===== config.mk =====
export PLATFORM = sky130hd
export DESIGN_NAME = pipe_flush_ctrl
export DESIGN_NICKNAME = d
export VERILOG_FILES = /design/src/rtl/pipe_flush_ctrl.sv
export SDC_FILE = /design/constraint.sdc
export NUM_CORES = 1
export LEC_CHECK = 0
export BUFFER_PORTS_ARGS = -buffer_cell sky130_fd_sc_hd__buf_2
export CAP_MARGIN = 20
export CORE_AREA = 2 2 39 41
export DETAILED_ROUTE_END_ITERATION = 6
export DIE_AREA = 0 0 41 43
export PLACE_DENSITY = 0.33
export SETUP_SLACK_MARGIN = 0.3
export SLEW_MARGIN = 20
export SYNTH_ARGS = -nofsm -noshare
export SYNTH_HDL_FRONTEND = slang
export SYNTH_SLANG_ARGS = --single-unit
export TNS_END_PERCENT = 50

===== constraint.sdc =====
create_clock -name clk -period 1 [get_ports clk]
set_input_delay 0 -clock clk [delete_from_list [all_inputs] [get_ports clk]]
set_output_delay 0 -clock clk [all_outputs]
set_load 0.005 [all_outputs]

===== src/rtl/pipe_flush_ctrl.sv =====
// pipe_flush_ctrl: per-stage clear/stall controller with flush windows, load-use bubbles and memory freeze.
// Optional performance counters are enabled by defining PIPE_FLUSH_CTRL_PERF_EN.
module pipe_flush_ctrl #(
  parameter int STAGES       = 5,
  parameter int JUMP_STAGE   = 2,
  parameter int HAZ_STAGE    = 2,
  parameter int FLUSH_CYCLES = 1
) (
  input  logic              clk,
  input  logic              rst,
  input  logic              pc_jump_en,
  input  logic              stall_req,
  input  logic              mem_busy,
  output logic [STAGES-1:0] clear,
  output logic [STAGES-1:0] stall,
  output logic              pc_hold,
  output logic              busy
`ifdef PIPE_FLUSH_CTRL_PERF_EN
  ,
  output logic [31:0]       perf_flush_cnt,
  output logic [31:0]       perf_stall_cnt,
  output logic [31:0]       perf_freeze_cnt
`endif
);
  localparam int CW = $clog2(FLUSH_CYCLES + 1);
  localparam logic [STAGES-1:0] ONES  = '1;
  localparam logic [STAGES-1:0] JMASK = ONES >> (STAGES - JUMP_STAGE);
  localparam logic [STAGES-1:0] HMASK = ONES >> (STAGES - HAZ_STAGE);
  localparam logic [STAGES-1:0] HBIT  = (ONES >> (STAGES - 1)) << HAZ_STAGE;
  localparam logic [CW-1:0] RELOAD = CW'(FLUSH_CYCLES - 1);
  typedef enum logic [1:0] {IDLE, FLUSH, FREEZE} state_e;
  state_e state_q, state_d;
  logic [CW-1:0] cnt_q, cnt_d;
  logic pend_q, pend_d;
  logic freeze, jmp, flushing, bubble;
  always_comb begin
    freeze   = !rst && mem_busy;
    jmp      = !rst && !mem_busy && (pc_jump_en || (state_q == FREEZE && pend_q));
    flushing = jmp || (!rst && !mem_busy && state_q == FLUSH);
    bubble   = !rst && !mem_busy && !flushing && stall_req;
    clear    = flushing ? JMASK : bubble ? HBIT : '0;
    stall    = freeze ? ONES : bubble ? HMASK : '0;
    pc_hold  = freeze || bubble;
    busy     = !rst && state_q != IDLE;
    state_d  = IDLE;
    cnt_d    = cnt_q;
    pend_d   = 1'b0;
    // a freeze interrupting a flush defers it as a pending jump that reloads the full window
    if (freeze) begin
      state_d = FREEZE;
      pend_d  = pend_q || pc_jump_en || state_q == FLUSH;
    end else if (jmp) begin
      cnt_d   = RELOAD;
      state_d = FLUSH_CYCLES > 1 ? FLUSH : IDLE;
    end else if (flushing) begin
      cnt_d   = cnt_q == '0 ? cnt_q : cnt_q - 1'b1;
      state_d = cnt_d == '0 ? IDLE : FLUSH;
    end
  end
  always_ff @(posedge clk) begin
    if (rst) begin
      state_q <= IDLE;
      cnt_q   <= '0;
      pend_q  <= 1'b0;
    end else begin
      state_q <= state_d;
      cnt_q   <= cnt_d;
      pend_q  <= pend_d;
    end
  end
`ifdef PIPE_FLUSH_CTRL_PERF_EN
  always_ff @(posedge clk) begin
    if (rst) begin
      perf_flush_cnt  <= '0;
      perf_stall_cnt  <= '0;
      perf_freeze_cnt <= '0;
    end else begin
      perf_flush_cnt  <= perf_flush_cnt + {31'b0, |clear};
      perf_stall_cnt  <= perf_stall_cnt + {31'b0, bubble};
      perf_freeze_cnt <= perf_freeze_cnt + {31'b0, freeze};
    end
  end
`endif
endmodule


Word-level counts from Yosys, hierarchy flattened. Index checks and enable logic that the tools add are counted.

Multiplexer cells: 11. Add/subtract/negate cells: 1. Bitwise gates (word level): 2. Eq/ne operators: 2. Reductions and logical operators: 21.

Operators with widths (number): $logic_and 1x1->1 (8); $mux 1 (6); $mux 3 (2); $logic_or 1x1->1 (5); $mux 5 (1); $mux 2 (2); $reduce_bool 2->1 (2); $reduce_or 4->1 (1); $logic_not 1->1 (3); $eq 2x1->1 const B (1); $eq 2x2->1 const B (1); $not 1->1 (2); $reduce_and 2->1 (1); $reduce_or 2->1 (1); $sub 1x1->1 const B (1).

Input port bits: 5. Output and inout bits: 12. Register bits after elaboration: 4. Word-level logic and storage cells: 41.

Longest topological paths before layout.
Depth in word-level cells: 10. Gate-level depth with buffers: 4. Gate-level depth less buffers: 3.

Worst setup path after synthesis. OpenSTA, ideal clock, no wires.

Path kind: flip-flop to output port. From: reg state_q[1]. To: out stall[0]. Path buffers: 1. Data required time: 1.000 ns. Stages on the path, launching flop included: 5. Arrival: 0.829 ns. Setup slack: 0.171 ns. Cells stage by stage: dfxtp_1 nand2_1 nand3b_1 a21oi_1 buf_4.

Longest elaborated chain between the ends: 10. Elaborated cells on any way between the ends: 12. Classes of those cells: eq/ne: 2; mux: 2; reduce/logical: 8.

RTL lines: start, declared (line 32) `state_e state_q, state_d;`; start signal, assigned (line 66) `state_q <= state_d;`; $eq 2x2->1 (line 38) `jmp = !rst && !mem_busy && (pc_jump_en || (state_q == FREEZE && pend_q));`; $logic_and 1x1->1 (line 38); $logic_or 1x1->1 (line 38); $logic_and 1x1->1 (line 38); $logic_or 1x1->1 (*) (line 39) `flushing = jmp || (!rst && !mem_busy && state_q == FLUSH);`; $logic_not 1->1 (*) (line 40) `bubble = !rst && !mem_busy && !flushing && stall_req;`; $logic_and 1x1->1 (*) (2 in series) (line 40); $mux 2 (*) (line 42) `stall = freeze ? ONES : bubble ? HMASK : '0;`; $mux 5 (*) (line 42); end, declared (line 15) `output logic [STAGES-1:0] stall,`.

Every way passes the cells marked *; elsewhere a longest branch is shown, timed or not.

Final worst setup path.
From: reg pend_q. To: out stall[1].

Longest elaborated chain between the ends: 9.

RTL lines: start, declared (line 34) `logic pend_q, pend_d;`; start signal, assigned (line 68) `pend_q <= pend_d;`; $logic_and 1x1->1 (line 38); $logic_or 1x1->1 (line 38); $logic_and 1x1->1 (line 38); $logic_or 1x1->1 (line 39); $logic_not 1->1 (line 40); $logic_and 1x1->1 (2 in series) (line 40); $mux 2 (line 42); $mux 5 (line 42).

No other way between the ends.

==> out/metrics.cfg <==
[sta]
finalSetupTns_ps = 0
finalSetupViolCount = 0
finalClockSkew_ps = 0
finalHoldViolations = 0
rsz0062_at_grt = true
min_period_over_period = 0.9954
period_minus_slack_ps = 995.4
slew_violations = 0
fmax_mhz = 1005

[worst_setup_path]
path_class = flop to output pin
crit_fanout = 3
cp.arrival_ps = 1000
startpoint_type = flop
worstSetupEndpointType = output pin
required_ps = 1000

[power_and_ir_drop]
p_int_uw = 244.9
p_sw_uw = 81.45
p_sw_frac = 0.2496
p_total_uw = 326.3
p_seq_frac = 0.271
vdd_drop_max_v = 0.0005028
p_per_area_mw_per_mm2 = 1417
total_leakage_power_uw = 0.0001235
combPwrFrac = 0.175
clkPwrFrac = 0.555

[drt]
vias = 171
drc = 0
first_pass_iters = 4
detail_route.wl_per_cell_um = 8.313
drt_iter0_drc = 1
via_per_inst = 3.563
ant_nets = 0
route.final.wire_length_um = 399

[yosys]
avgSynthCellArea_um2 = 7.398
synth_area_um2 = 170.2
yosysTopAreaCell = buf_4
synth.yosys.seq_area_share = 0.2353
yosys-top-cells-area = buf_4, dfxtp_1, a21oi_1
ys_types = 12
synth_warnings = 0
synthCells = 23
ys_ff_latch = 2
synth.top_cell.area_share = 0.3971

[hold_path]
min_path_type = input port to flop

[clock_tree]
cts-root-buf = clkbuf_4
cts_made_buffers = 3
cts_tree = built
h-tree-depth = 1
clock_latency_ps = 220
ctsLongestPathBuffers = 2
clk_pin_slew_ps = 30
cts.sinks = 2
post_cts.repair.setup_buffers = 0
hold_buffers = 0

[global_routing]
grt-ovfl-total = 0
first_global_vias = 135
grt_max_degree = 7
antenna_found_initial = 0
grt_pass1_wl_um = 531
grtUsageTotal = 0.05005

[floorplan]
start_util = 0.1230
rows = 14
die_w_um = 41
die_h_um = 43
die_area_mm2 = 0.001763
core-area_mm2 = 0.001384
ios = 17

[final_layout]
fin_util = 0.1664
diodes = 0
stdcell_count = 48
drive_gt1_frac = 0.7188
syn_to_final_growth_pct = 35.29
final_nets = 39

[run]
drv_cap = 0

[placed_design]
place_inst = 45
portBuffers = 14
gp_congestion = 0.5725

[status]
outcome = complete, no violations

-- worst max-delay path: stages, from the launching register on --
cell and delay (ps):
dfxtp_2 320, nand2_1 60, nand3b_1 110, a21oi_2 160, buf_2 130
-- repair_timing --
action                     CTS  global route
hold endpoints to repair     0             0
setup endpoints to repair    7             7
resized for setup            2             1
-- stage by stage --
step	area, um2	setup slack [ps]	hold WS, ps
after global placement	200.2	234.3	238.8
final	230.2	4.568	14.08
after global routing	230.2	-119.0	3.516
after floorplan	177.7	244.2	25.30
after CTS	225.2	-9.020	4.244
after detailed placement	200.2	232.9	243.0
-- power by group through the flow --
stage	logic, uW	clock network (uW)	registers, uW
floorplan	48.2	0	87.7
global placement	56.7	0	88.2
detailed placement	56.1	0	88.2
CTS	56.3	192	87.9
global route	65.3	204	88.6
finish	57.0	181	88.3
-- flip-flops by register name (all words and copies together) (netlist names) --
register,count
state_q,1
pend_q,1
-- layer usage --
layer,GRT usage,vias to the layer above,share of wire,wire (um)
met4,0.02000,0,0,0
met3,0.06283,0,0.24,97
li1,-,81,-,-
met5,0,-,0,0
met2,0.05313,18,0.30,121
met1,0.05732,72,0.45,179
-- synth_stat cells --
| cell type | instances |
|---|---|
| buf_4 | 9 |
| a21oi_1 | 2 |
| conb_1 | 1 |
| nor2_1 | 1 |
| nor3_1 | 2 |
| nand3b_1 | 1 |
| nor2b_1 | 1 |
| dfxtp_1 | 2 |
| inv_2 | 1 |
| nand2_1 | 1 |
| o21a_1 | 1 |
| nor2_2 | 1 |
-- final timing paths --
path / start / to / slack, ps / cells past startpoint
worst max-delay path: pend_q / stall[1] / 5 / 4
worst min-delay path: pc_jump_en / pend_q / 10 / 2
worst max register to register: pend_q / pend_q / 400 / 1
worst min register to register: pend_q / pend_q / 480 / 1
-- cells in the final DEF, fill, tap and decap left out --
cell type	netlist	final
nand3b_1	1	1
nor2_2	1	1
nor3_1	2	1
nor2_1	1	1
dfxtp_2	0	2
nor3_2	0	1
nand2_1	1	1
a21oi_1	2	1
buf_2	0	14
inv_2	1	1
a21oi_2	0	1
conb_1	1	2
clkbuf_4	0	3
nor2b_1	1	1
o21a_1	1	1
-- kinds of logic after synthesis --
group / synth area share
buf+inv: 0.4191
compound gates: 0.1030
flops: 0.2353
other cells: 0.02204
simple gates: 0.2206
-- cell type report --
type | instances | area (um2)
Multi-Input combinational cell | 12 | 71.32
Tap cell | 16 | 20.02
Clock buffer | 3 | 22.52
Sequential cell | 2 | 42.54
Timing Repair Buffer | 14 | 70.07
Fill cell | 159 | 1154
Inverter | 1 | 3.754
Note: power is estimated with default switching activity, not from simulation.
